## config.mk

```make
export PLATFORM = sky130hd
export DESIGN_NAME = wave_lut_gen
export DESIGN_NICKNAME = d
export VERILOG_FILES = /design/src/rtl/wave_lut_gen.sv
export SDC_FILE = /design/constraint.sdc
export NUM_CORES = 1
export LEC_CHECK = 0
export BUFFER_PORTS_ARGS = -buffer_cell sky130_fd_sc_hd__buf_2
export CAP_MARGIN = 30
export CELL_PAD_IN_SITES_DETAIL_PLACEMENT = 0
export CELL_PAD_IN_SITES_GLOBAL_PLACEMENT = 2
export CORE_MARGIN = 2
export CORE_UTILIZATION = 48
export CTS_BUF_LIST = sky130_fd_sc_hd__clkbuf_4 sky130_fd_sc_hd__clkbuf_8
export DETAILED_ROUTE_END_ITERATION = 12
export GPL_TIMING_DRIVEN = 0
export PLACE_DENSITY_LB_ADDON = 0.12
export SLEW_MARGIN = 30
export SYNTH_ARGS = -nofsm -noshare
export SYNTH_HDL_FRONTEND = slang
export SYNTH_SLANG_ARGS = --single-unit
```

## constraint.sdc

```tcl
create_clock -name clk_in -period 4.5 [get_ports clk_in]
set_input_delay 0.225 -clock clk_in [delete_from_list [all_inputs] [get_ports clk_in]]
set_output_delay 0.225 -clock clk_in [all_outputs]
set_load 0.02 [all_outputs]
```

## src/rtl/wave_lut_gen.sv

```systemverilog
// Purpose: turns a channel phase index into a mixer sample (pulse/saw/triangle/noise/wavetable).
// Latency: 1 cycle in every mode; data_out at edge t+1 reflects inputs and LFSR sampled at edge t.
// Backpressure: none; a new phase is accepted every cycle and RAM writes are never stalled.
module wave_lut_gen #(
    parameter int SAMPLE_W = 4,
    parameter int ADDR_W   = 5,
    parameter int BANKS    = 2,
    parameter int OUT_W    = 16,
    localparam int BANK_W  = (BANKS > 1) ? $clog2(BANKS) : 1
) (
    input  logic                clk_in,
    input  logic                reset_in,
    input  logic [ADDR_W-1:0]   phase_in,
    input  logic                step_in,
    input  logic [2:0]          mode_in,
    input  logic [ADDR_W-1:0]   duty_in,
    input  logic [BANK_W-1:0]   bank_sel_in,
    input  logic                wr_en_in,
    input  logic [BANK_W-1:0]   wr_bank_in,
    input  logic [ADDR_W-1:0]   wr_addr_in,
    input  logic [SAMPLE_W-1:0] wr_data_in,
    output logic [OUT_W-1:0]    data_out
);

    localparam int DEPTH = 1 << ADDR_W;
    // One extra bit so BANKS == 2^BANK_W does not wrap to zero.
    localparam logic [BANK_W:0] BANK_LIMIT = (BANK_W + 1)'(BANKS);

    typedef enum logic [2:0] {
        MODE_PULSE    = 3'd0,
        MODE_SAW      = 3'd1,
        MODE_TRIANGLE = 3'd2,
        MODE_NOISE    = 3'd3,
        MODE_RAM_NORM = 3'd4,
        MODE_RAM_LO   = 3'd5,
        MODE_RAM_HI   = 3'd6,
        MODE_RAM_SHUF = 3'd7
    } mode_t;

    logic [SAMPLE_W-1:0] mem [BANKS][DEPTH];
    logic [15:0]         lfsr;
    logic [ADDR_W-1:0]   rd_addr;
    logic [SAMPLE_W-1:0] rd_word;
    logic [ADDR_W-2:0]   tri_fold;
    logic [SAMPLE_W-1:0] samp;
    logic [OUT_W-1:0]    out_word;
    logic                short_noise;
    logic                fb;
    logic                rd_bank_ok;
    logic                wr_bank_ok;

    assign rd_bank_ok = ({1'b0, bank_sel_in} < BANK_LIMIT);
    assign wr_bank_ok = ({1'b0, wr_bank_in} < BANK_LIMIT);

    // Wavetable address for the four RAM modes; low two mode bits pick the scheme.
    always_comb begin
        rd_addr = phase_in;
        case (mode_in[1:0])
            2'd0:    rd_addr = phase_in;
            2'd1:    rd_addr = {1'b0, phase_in[ADDR_W-1:1]};
            2'd2:    rd_addr = {1'b1, phase_in[ADDR_W-1:1]};
            default: rd_addr = {phase_in[0], phase_in[ADDR_W-1:1]};
        endcase
    end

    // Table read; reads happen before this edge's write lands, so a collision returns old data.
    always_comb begin
        rd_word = '0;
        if (rd_bank_ok) begin
            rd_word = mem[bank_sel_in][rd_addr];
        end
    end

    assign tri_fold = phase_in[ADDR_W-1] ? ~phase_in[ADDR_W-2:0] : phase_in[ADDR_W-2:0];

    // Per-mode sample selection.
    always_comb begin
        samp = '0;
        case (mode_t'(mode_in))
            MODE_PULSE:    samp = (phase_in >= duty_in) ? '1 : '0;
            MODE_SAW:      samp = phase_in[ADDR_W-1 -: SAMPLE_W];
            MODE_TRIANGLE: samp = tri_fold[ADDR_W-2 -: SAMPLE_W];
            MODE_NOISE:    samp = {SAMPLE_W{lfsr[0]}};
            default:       samp = rd_word;
        endcase
    end

    // MSB-align the sample in the output word.
    assign out_word = OUT_W'(samp) << (OUT_W - SAMPLE_W);

    // Noise feedback: 7-bit short sequence only in noise mode with duty LSB set, else 16-bit long.
    always_comb begin
        short_noise = (mode_t'(mode_in) == MODE_NOISE) && duty_in[0];
        if (short_noise) begin
            // The all-zero 7-bit state would otherwise lock the short sequence up.
            fb = (lfsr[6:0] == 7'd0) ? 1'b1 : (lfsr[6] ^ lfsr[5]);
        end else begin
            fb = lfsr[15] ^ lfsr[13] ^ lfsr[12] ^ lfsr[10];
        end
    end

    // Registered output and step-clocked LFSR; reset overrides both.
    always_ff @(posedge clk_in) begin
        if (reset_in) begin
            data_out <= '0;
            lfsr     <= 16'hFFFF;
        end else begin
            data_out <= out_word;
            if (step_in) begin
                lfsr <= {lfsr[14:0], fb};
            end
        end
    end

    // Table writes are independent of reset and mode; out-of-range banks are dropped.
    always_ff @(posedge clk_in) begin
        if (wr_en_in && wr_bank_ok) begin
            mem[wr_bank_in][wr_addr_in] <= wr_data_in;
        end
    end

endmodule

```

# Word level (Yosys, flattened, before mapping)
# Memories as Yosys holds them, arrays and structs flattened.
# Index checks and enable logic that the tools add are counted.
[classes]
magnitude_cmp = 4
n_eq_ne = 5
n_mux = 13
bitwise = 7
reduce_logical = 5
[op_table]
columns = ["op", "count"]
rows = [
  ["128-bit 2-to-1 mux", 1],
  ["4-bit binary-select mux with 5-bit select", 1],
  ["4-bit demux with 5-bit select", 1],
  ["4-bit 2-to-1 mux", 5],
  ["4-bit case mux with 4 select lines", 1],
  ["5-bit case mux with 3 select lines", 1],
  ["6-bit greater-or-equal comparator, second input constant", 2],
  ["5-bit inverter with 6-bit output", 2],
  ["7-bit zero test", 1],
  ["3-bit by 2-bit == test with 1-bit output, second input constant", 2],
  ["6-bit by 1-bit less-than comparator with 1-bit output, second input constant", 1],
  ["5-bit greater-or-equal comparator", 1],
  ["4-bit inverter", 1],
  ["1-bit bitwise XOR", 4],
  ["3-bit by 1-bit == test with 1-bit output, second input constant", 1],
  ["3-bit zero test", 1],
  ["1-bit 2-to-1 mux", 3],
  ["2-bit by 1-bit == test with 1-bit output, second input constant", 1],
  ["2-bit == test, second input constant", 1],
  ["1-bit logical AND", 2],
  ["2-bit zero test", 1],
]
[word_totals]
regBits = 32
ramBits = 256
output_inout_bits = 16
memories = 1
[mem_list]
columns = ["memory", "depth", "word_bits", "read_ports", "rd_ports_with_merged_regs", "wr", "line", "rtl"]
rows = [
  ["mem", 2, 128, 1, 0, 1, "40", "logic [SAMPLE_W-1:0] mem [BANKS][DEPTH];"],
]

# Longest topological paths before layout
# Gate-level depths: netlist (run 1).
[depth]
word_depth = 7
ltp_mapped = 11
ltp_nobuf = 9

# Worst setup path before layout (run 1)
# No wires, ideal clock.
[synth_timing]
path_kind = "in2reg"
start = "in mode_in[1]"
end = "reg data_out[12]"
setup_time_ns = 0.136
t_arrival_ns = 2.087
setup_slack_ns = 2.277
cell_stages = 9
path_cell_list = "buf_6 -> or3b_4 -> nand2_4 -> buf_12 -> mux4_1 -> nor3_1 -> a31oi_1 -> a311oi_1 -> a2111oi_2"
[synth_between]
elab_chain_cells = 7
[synth_lines]
columns = ["element", "line", "rtl"]
rows = [
  ["start: declaration", "15", "input logic [2:0] mode_in,"],
  ["2-bit == test, or another cell as far along", "58", "case (mode_in[1:0])"],
  ["5-bit case mux with 3 select lines", "58", ""],
  ["5-bit inverter with 6-bit output (implied by the code)", "70", "rd_word = mem[bank_sel_in][rd_addr];"],
  ["4-bit binary-select mux with 5-bit select", "70", ""],
  ["4-bit 2-to-1 mux (implied by the code) (2 in a row)", "70", ""],
  ["4-bit case mux with 4 select lines (*)", "79", "case (mode_t'(mode_in))"],
  ["end signal: assignment", "108", "data_out <= out_word;"],
  ["end: declaration", "22", "output logic [OUT_W-1:0] data_out"],
]
# Mark *: on every way between the ends. The rest lies on a longest branch, timed or not. The select of a mux whose other input is x is not followed.
# A chain may end at the register's enable or synchronous reset.

# Worst setup path after layout (run 1)
[layout_timing]
start = "in bank_sel_in"
end = "reg data_out[13]"
[layout_between]
elab_chain_cells = 5
[layout_lines]
columns = ["element", "line", "rtl"]
rows = [
  ["start: declaration", "17", "input logic [BANK_W-1:0] bank_sel_in,"],
  ["memory read 2 x 128 bit", "--", ""],
  ["4-bit binary-select mux with 5-bit select", "70", ""],
  ["4-bit 2-to-1 mux (implied by the code) (2 in a row)", "70", ""],
  ["4-bit case mux with 4 select lines", "79", ""],
]
# No other way between the ends. The select of a mux whose other input is x is not followed.

==> results of run 1 <==
## power by group through the flow
| stage | clock network [W] | registers [W] | logic (W) |
|---|---|---|---|
| floorplan | 0 | 0.00290 | 0.000286 |
| global placement | 0 | 0.00290 | 0.000467 |
| detailed placement | 0 | 0.00290 | 0.000476 |
| CTS | 0.00222 | 0.00284 | 0.000477 |
| global route | 0.00233 | 0.00285 | 0.000514 |
| finish | 0.00218 | 0.00284 | 0.000478 |
## synthesized netlist by cell type, types with 3 or more instances
cell type  number
mux4_2         41
dfxtp_1        20
mux2i_1        14
a22oi_1         9
nor3_1          8
a31oi_1        12
o21ai_0         3
nand2b_1        8
and3_1         12
a311oi_1        4
nor4_1          3
nand2_1        44
xor2_1          5
nand3b_1        3
a21oi_1        26
nand3_1        17
nor2b_1        21
o211ai_1        8
inv_1           6
ha_1            5
buf_2          17
edfxtp_1      256
o22ai_1         3
a211o_1        15
mux4_1          5
nor3b_1         4
nor2_1         83
clkbuf_1       21
or2_2           3
mux2_2          5
a2111oi_0       5
buf_6           6
buf_4          16
nand4_1         8
## kinds of logic after synthesis
logic type / count (synthesis) / synth area share [%]
xor gates and xnor gates: 7 / 0.522
other: 1 / 0.0319
and+or+nand+nor: 226 / 9.34
muxes: 65 / 10.6
adders and majority gates: 5 / 0.532
buffers and inverters: 68 / 3.39
DFF: 276 / 68.8
AOI/OAI and AO/OA: 108 / 6.71
## worst max path at each step
stage / slack [ns] / to / startpoint
after floorplan: 2.28 / data_out[12] / mode_in[1]
after global placement: 1.28 / data_out[13] / bank_sel_in
after detailed placement: 1.30 / data_out[12] / mode_in[0]
after CTS: 1.89 / data_out[12] / mode_in[0]
after global routing: 1.59 / data_out[12] / mode_in[0]
final: 1.77 / data_out[13] / bank_sel_in
## stage by stage
step	total power [W]	hold WS, ns
after global placement	0.00336	0.437
after floorplan	0.00319	0.324
after CTS	0.00554	0.0202
after global routing	0.00569	0.0433
after detailed placement	0.00337	0.449
final	0.00551	0.0413
## layout make-up
type / instances / share of cell area (%)
Buffer: 62 / 2.83
Clock buffer: 60 / 5.65
Clock inverter: 21 / 1.16
Inverter: 6 / 0.170
Multi-Input combinational cell: 423 / 24.9
Sequential cell: 276 / 60.9
Tap cell: 324 / 3.05
Timing Repair Buffer: 28 / 1.32
## worst max-delay path: cells and delay by family
family / cells / cell delay (ns)
simple gates: 2 / 0.72
compound gates: 2 / 0.32
buf+inv: 4 / 1.85
## sequential cells by signal, summed over array words and instances (netlist names)
register,flops
mem,256
lfsr,16
data_out,4
## per-layer routing
layer,routed length (um),vias up,GRT usage [%]
met5,0,-,0
met4,679,0,7.29
met3,2690,48,4.44
met2,14400,371,38.6
met1,12700,3616,34.8
li1,-,3115,-
==> results.toml, run 1 <==
[placed_design]
hpwl_mm = 20.3
place_inst = 1119
numPortBuffers = 26
postPlaceCellArea_sq_um = 12400
gp_congestion = 0.927
dpl_worst_slack_ns = 1.30

[worst_setup_path]
crit_required_ns = 4.90
cp_max_fo = 10
r2r_cells = 6
path_cells = "buf_2 -> buf_2 -> clkbuf_1 -> buf_1 -> nand3_1 -> o311ai_1 -> o31ai_1 -> nor4b_1"
rrSetupSlack_ns = 2.37
slowest_delay_ns = 0.60
cp.arrival_ns = 3.13
cpMostUsedCell = "buf_2"
critical_path_class = "input port to flip-flop"
reg2reg_to = "data_out[14]"
startpoint_type = "input port"
r2r_start = "mem[0][66]"
cp-end-kind = "flip-flop"
crit_path_top_delay_cell = "clkbuf_1"

[power_and_ir_drop]
p_seq_share_pct = 51.7
p_int_w = 0.00421
p_comb_share_pct = 8.7
p_leak_nw = 4.42
power.share.clock_pct = 39.7
swShare_pct = 23.5
p_sw_w = 0.00130
p_per_area_nw_per_um2 = 415
peakVddDrop_mv = 0.248

[synthesis]
netlist_instances = 756
ys_ff_latch = 276
ys_top_cells_by_area = "edfxtp_1, mux4_2, dfxtp_1, nor2_1, nand2_1"
netlist_area_sq_um = 11800
ys_seq_area_share_pct = 68.8
synth_top_area_share_pct = 65.4
avgSynthCellArea_sq_um = 15.5
yosysTopAreaCell = "edfxtp_1"
synth_enable_flop_cells = 256
synthFlopType = "edfxtp_1"
yosysWarnings = 0
postSynth.asyncResetShare_pct = 0
yosys.cell_types.count = 63

[hold_path]
hold_path_depth = 3
whs_endpoint = "lfsr[1]"
min-delay-start = "step_in"
hold_path_class = "input port to flip-flop"

[timing]
post-route-period-util_pct = 60.7
slew_headroom_pct = 43.0
finalSetupViolCount = 0
fin_skew_ns = 0.0237
max_freq_ghz = 0.366
drv_slew = 0
finalHoldViolCount = 0
rsz0062_at_grt = "no"
period_minus_slack_ns = 2.73
worst_slack_ns = 1.77
worstMarginPinSlew_ns = 0.853
setup_tns_ns = 0

[final_layout]
drive_above_1_share_pct = 22.7
area_growth_pct = 13.0
multiInputGateArea_sq_um = 3310
n_antenna_cell = 0
fin_area_sq_um = 13300
register_area_sq_um = 8090
layout_common_cells = "edfxtp_1, nor2_1, clkbuf_8, nand2_1"
fin_util_pct = 54.9
final_common_cell = "edfxtp_1"
n_fill_cell = 1943
final_nets = 876
fin_cells = 1200

[global_route]
antenna_found_initial = 0
grt_pass1_wl_mm = 45.8
grt_usage_pct = 24.3
grt_remaining_overflow = 0
grt_start_max_net_pins = 65
grt_pass1_vias = 7257

[clock_network]
cts_buffers = 46
root_buffer = "clkbuf_8"
cts_tree = "built"
cts_max_level = 2
cts_hold_buffers = 0
post_cts_buffers = 0
insertion_delay_ns = 0.56
clockBufferDepth = 3
cts_num_sinks = 276
ctsResizeCount = 0
clk_pin_slew_ns = 0.06

[detailed_routing]
first_pass_iters = 5
postRouteAntennaNets = 0
wl_per_cell_um = 25.4
first_iter_violations = 849
via_count = 7150
drc_errors = 0
wirelength_mm = 30.4
routed_via_density = 5.96

[flow_run]
cap_violations = 0

[floorplanning]
start_util_pct = 48.6
die_h_um = 160
chipWidth_um = 160
rows = 57
coreArea_sq_um = 24200
pin_count = 44
die_area_sq_um = 25700

[status]
status = "finished, final reports clean"
No activity file was read; power rests on OpenSTA's default activity.
==> run 2, diff against run 1 <==
ABC_AREA = 1   (was default)
CORE_UTILIZATION = 43   (was 48)
clock period = 2.8 ns   (was 4.5 ns; I/O delays follow)
==> run 2 against run 1 <==
Non-clock buffer count increased by 20. Critical path type unchanged. Critical path depth increased by 5. Combinational power increased by 83%. Sequential share of layout area decreased by 2.3 points. Register-to-register slack got worse by 1.7 ns. Power increased by 63%. Cell area increased by 4.0%. Clock-buffer cell count increased by 7. Global-route usage increased by 2.0 points. Final cell count increased by 38%. Sequential cell count unchanged.
==> results.toml, run 2 <==
[clock_network]
root_buffer = "clkbuf_8"
ctsResizeCount = 0
clk_pin_slew_ns = 0.06
post_cts_buffers = 0
clockBufferDepth = 3
cts_num_sinks = 276
cts_max_level = 2
cts_tree = "built"
cts_buffers = 47
cts_hold_buffers = 4
insertion_delay_ns = 0.56

[worst_setup_path]
cp.arrival_ns = 2.74
reg2reg_to = "data_out[15]"
crit_path_start = "mode_in[1]"
r2r_cells = 11
r2r_start = "mem[1][123]"
cp_max_fo = 10
cp-end-kind = "flip-flop"
crit_path_top_delay_cell = "dlygate4sd3_1"
crit_required_ns = 3.25
cpMostUsedCell = "nand3_1"
path_cells = "buf_2 -> nor2_4 -> nand2_2 -> nand2_1 -> buf_2 -> nand3_1 -> nand3_1 -> nand3_1 -> nand3_1 -> nand3_1 -> nand3_1 -> a21oi_1 -> dlygate4sd3_1"
rrSetupSlack_ns = 0.64
startpoint_type = "input port"
slowest_delay_ns = 0.55
critical_path_class = "input port to flip-flop"
cp-endpoint = "data_out[15]"

[hold_path]
hold_path_class = "input port to flip-flop"
hold_path_depth = 4

[timing]
finalHoldViolCount = 0
period_minus_slack_ns = 2.29
rsz0062_at_grt = "no"
timing.hold.ws_ns = 0.110
slew_headroom_pct = 32.7
post-route-period-util_pct = 81.7
finalSetupViolCount = 0
drv_slew = 0
worstMarginPinSlew_ns = 1.00
max_freq_ghz = 0.437
setup_tns_ns = 0
fin_skew_ns = 0.0357

[placed_design]
numPortBuffers = 26
gp_congestion = 0.883
hpwl_mm = 25.9
postPlaceCellArea_sq_um = 12900

[global_route]
grt_usage_pct = 26.3
antenna_found_initial = 0
grt_remaining_overflow = 0
grt_pass1_vias = 8353
grt_pass1_wl_mm = 55.1
grt_start_max_net_pins = 65

[final_layout]
final_common_cell = "nand2_1"
n_antenna_cell = 0
fin_area_sq_um = 13800
regMostFlops = "mem"
layout_common_cells = "nand2_1, edfxtp_1, nand3_1, inv_1, nor3_1"
largest_register_ffs = 256
area_growth_pct = 13.1
final_nets = 1273
reg_top3 = "mem (256), lfsr (16), data_out (4)"
drive_above_1_share_pct = 13.1

[detailed_routing]
wirelength_mm = 38.0
first_pass_iters = 5
via_count = 8818
wl_per_cell_um = 23.0
postRouteAntennaNets = 0
drc_errors = 0
routed_via_density = 5.34
first_iter_violations = 993

[synthesis]
ys_top_cells_by_area = "edfxtp_1, nand2_1, nand3_1, dfxtp_1, nor3_1"
postSynth.asyncResetShare_pct = 0
synth_top_area_share_pct = 63.0
netlist_area_sq_um = 12200
avgSynthCellArea_sq_um = 10.6
yosysWarnings = 0
netlist_instances = 1150
synth_enable_flop_cells = 256
synth.most_common_cell = "nand2_1"
ys_seq_area_share_pct = 66.3
yosysTopAreaCell = "edfxtp_1"
yosys-top-cells-count = "nand2_1, edfxtp_1, nand3_1"
ys_ff_latch = 276
synthFlopType = "edfxtp_1"
yosys.cell_types.count = 34

[floorplanning]
die_h_um = 172
start_util_pct = 43.8
pin_count = 44
rows = 61
die_area_sq_um = 29700
coreArea_sq_um = 27900
chipWidth_um = 172

[flow_run]
cap_violations = 0

[power_and_ir_drop]
p_per_area_nw_per_um2 = 650
p_leak_nw = 5.22
peakVddDrop_mv = 0.335

[status]
status = "finished, final reports clean"
[run 2: critical path, delay by kind of cell]
family	cells	cell delay [ns]
and+or+nand+nor	9	1.47
AOI/OAI and AO/OA	1	0.08
buffers and inverters	3	1.05
[run 2: kinds of logic (layout without fill, tap and decap cells)]
group / count (synthesis) / count (layout) / synth area share, %
other: 1 / 12 / 0.0307
DFF: 276 / 276 / 66.3
and+or+nand+nor: 640 / 640 / 23.6
xor gates and xnor gates: 3 / 3 / 0.215
AOI/OAI and AO/OA: 77 / 77 / 3.85
buffers and inverters: 148 / 259 / 5.48
adders and majority gates: 5 / 5 / 0.513
[run 2: power by group]
part	switching, W	internal (W)
clock network	0.00158	0.00195
registers	0.0000190	0.00455
logic	0.000641	0.000234
[run 2: routing by layer]
layer	global-route usage [%]	vias up	wire [um]
met3	4.33	60	2780
met1	38.7	4232	17200
li1	-	4185	-
met2	40.8	341	17200
met4	6.94	0	837
met5	0	-	0
[run 2: area by class of cell]
class	count	area, sq um
Buffer	80	413
Clock buffer	67	810
Clock inverter	14	97.6
Fill cell	2652	14100
Inverter	68	255
Multi-Input combinational cell	737	3490
Sequential cell	276	8090
Tap cell	378	473
Timing Repair Buffer	30	180
[run 2: worst min path at each step]
stage	start	end	slack [ns]
6_report	wr_addr_in[1]	mem[1][26]	0.11
5_1_grt	wr_addr_in[1]	mem[1][26]	0.13
4_1_cts	wr_addr_in[1]	mem[1][26]	0.09
3_5_place_dp	reset_in	data_out[14]	0.39
3_3_place_gp	reset_in	data_out[14]	0.40
2_1_floorplan	reset_in	data_out[12]	0.21
[run 2: through the flow]
stage               setup slack (ns)  cells  utilization [%]  power (W)
floorplan                       1.30   1161                -    0.00515
finish                         0.512   1650             49.5    0.00898
CTS                            0.527   1650             49.5    0.00903
global route                   0.421   1650             49.5    0.00931
detailed placement             0.313   1565             46.1    0.00552
global placement               0.315   1565             46.1    0.00552
==> run 3, diff against run 2 <==
ABC_AREA = 0   (was 1)
clock period = 1.94 ns   (was 2.8 ns; I/O delays follow)
==> run 3 against run 2 <==
The run now ends with negative setup slack left. Setup slack worse by 0.52 ns. Global-route usage down 3.4 points. Die area down 3.6%.
==> results.toml, run 3 (same netlist as run 1, synthesis figures left out) <==
[power_and_ir_drop]
peakVddDrop_mv = 0.622
total_power_w = 0.0128
p_per_area_nw_per_um2 = 936
p_leak_nw = 4.54

[clock_network]
cts_tree = "built"
cts_num_sinks = 276
cts_buffers = 47
cts_max_level = 2
clockBufferDepth = 3
root_buffer = "clkbuf_8"
clk_pin_slew_ns = 0.06
insertion_delay_ns = 0.57

[timing]
period_minus_slack_ns = 1.95
rsz0062_at_grt = "yes"
max_freq_ghz = 0.514
fin_skew_ns = 0.0222
drv_slew = 0
finalSetupViolCount = 1
worst_slack_ns = -0.00613
timing.hold.ws_ns = 0.0610
finalHoldViolCount = 0
post-route-period-util_pct = 100
slew_headroom_pct = 43.9
setup_tns_ns = -0.00613
worstMarginPinSlew_ns = 0.838

[detailed_routing]
routed_via_density = 5.77
drc_errors = 0
first_iter_violations = 657
wl_per_cell_um = 26.2
wirelength_mm = 32.2
via_count = 7110
postRouteAntennaNets = 0
first_pass_iters = 5

[final_layout]
area_growth_pct = 16.0
reg_top3 = "mem (256), lfsr (16), data_out (4)"
fin_area_sq_um = 13600
final_nets = 889
drive_above_1_share_pct = 27.5
final_common_cell = "edfxtp_1"
register_area_sq_um = 8090
n_antenna_cell = 0
largest_register_ffs = 256
n_fill_cell = 2278
layout_common_cells = "edfxtp_1, nor2_1, clkbuf_8, mux4_2, nand2_1"
regMostFlops = "mem"
multiInputGateArea_sq_um = 3430

[worst_setup_path]
cp.arrival_ns = 2.39
crit_required_ns = 2.38
cpMostUsedCell = "buf_8"
path_cells = "buf_8 -> buf_8 -> or3b_4 -> nand2_4 -> buf_12 -> mux4_2 -> a22oi_2 -> o311ai_2 -> o31ai_2 -> nor4b_2"
crit_path_start = "mode_in[1]"
rrSetupSlack_ns = 0.07
cp_max_fo = 6
startpoint_type = "input port"
crit_path_top_delay_cell = "mux4_2"
r2r_cells = 5
cp-end-kind = "flip-flop"
r2r_start = "mem[0][109]"
slowest_delay_ns = 0.55
reg2reg_to = "data_out[13]"
critical_path_class = "input port to flip-flop"

[floorplanning]
coreArea_sq_um = 26900
start_util_pct = 43.7
chipWidth_um = 169
rows = 60
die_area_sq_um = 28700
pin_count = 44
die_h_um = 169

[placed_design]
hpwl_mm = 20.9
gp_congestion = 0.869
numPortBuffers = 26
postPlaceCellArea_sq_um = 12400

[global_route]
grt_pass1_vias = 7024
grt_remaining_overflow = 0
grt_start_max_net_pins = 65
grt_pass1_wl_mm = 47.1
grt_usage_pct = 22.9
antenna_found_initial = 0

[status]
violations = "negative setup slack"
status = "finished, violations left"

[flow_run]
cap_violations = 0

[hold_path]
whs_endpoint = "data_out[14]"
min-delay-start = "reset_in"
hold_path_depth = 2
hold_path_class = "input port to flip-flop"
run 3: cell types whose count changed in the layout (fill, tap and decap cells not counted), moves of 13 or more:
cell,previous run,this run
clkbuf_1,38,16
mux4_2,0,46
nand3_1,172,17
buf_4,18,31
nor3_1,55,6
a211o_1,0,15
a21boi_0,24,0
o21ai_0,23,2
buf_2,46,28
inv_1,64,6
nand2_1,308,43
nor2b_1,0,21
nor2_1,39,79
nand4_1,41,8
run 3: how the worst max path moves through the flow:
stage / endpoint / slack (ns) / depth (start not counted)
floorplan: data_out[13] / -0.08 / 9
global placement: data_out[13] / -1.12 / 8
detailed placement: data_out[13] / -1.17 / 8
CTS: data_out[13] / -0.005 / 10
global route: data_out[12] / -0.01 / 11
finish: data_out[13] / -0.006 / 10
run 3: final cells by class:
cell class,instances,area share [%]
multi-input cells,423,25.2
flip-flops and latches,276,59.3
inverters,6,0.165
plain buffers,60,3.25
clock inverters,22,0.780
clock buffers,62,5.66
well taps,341,3.13
repair buffers,42,2.48
run 3: power breakdown:
| part | switching, W | leakage (nW) | internal [W] |
|---|---|---|---|
| Combinational | 0.000768 | 1.60 | 0.000488 |
| Sequential | 0.0000273 | 2.47 | 0.00657 |
| Clock | 0.00231 | 0.473 | 0.00260 |
| Total | 0.00310 | 4.54 | 0.00966 |
run 3: per-stage QoR:
step                std cells  utilization [%]  worst slack [ns]
finish                   1232             50.7          -0.00613
global route             1232             50.7           -0.0120
CTS                      1219             49.7          -0.00496
detailed placement       1134             46.0             -1.17
global placement         1134             45.9             -1.12
floorplan                 767                -           -0.0848
run 3: metal layers:
metal	vias to the layer above	routed length [um]	GRT usage, %
met5	-	0	0
met4	0	909	7.51
met3	62	2380	4.45
met2	318	15400	37.2
met1	3589	13600	31.3
li1	3141	-	-
run 3: repair_timing:
action                                  4_1_cts  5_1_grt
setup buffers                                 0       13
pin swaps                                     4        6
hold buffers                                  2        0
gates resized for setup                      29       34
endpoints found under the setup margin        4        4
endpoints found under the hold margin         9        0
gates cloned                                  0        1
run 3: worst max-delay path: cells and delay by family:
kind                   cells  cell delay, ns
multiplexers               1            0.55
AND/OR/NAND/NOR            3            0.61
buffers and inverters      3            0.36
AO/OA/AOI/OAI              3            0.75
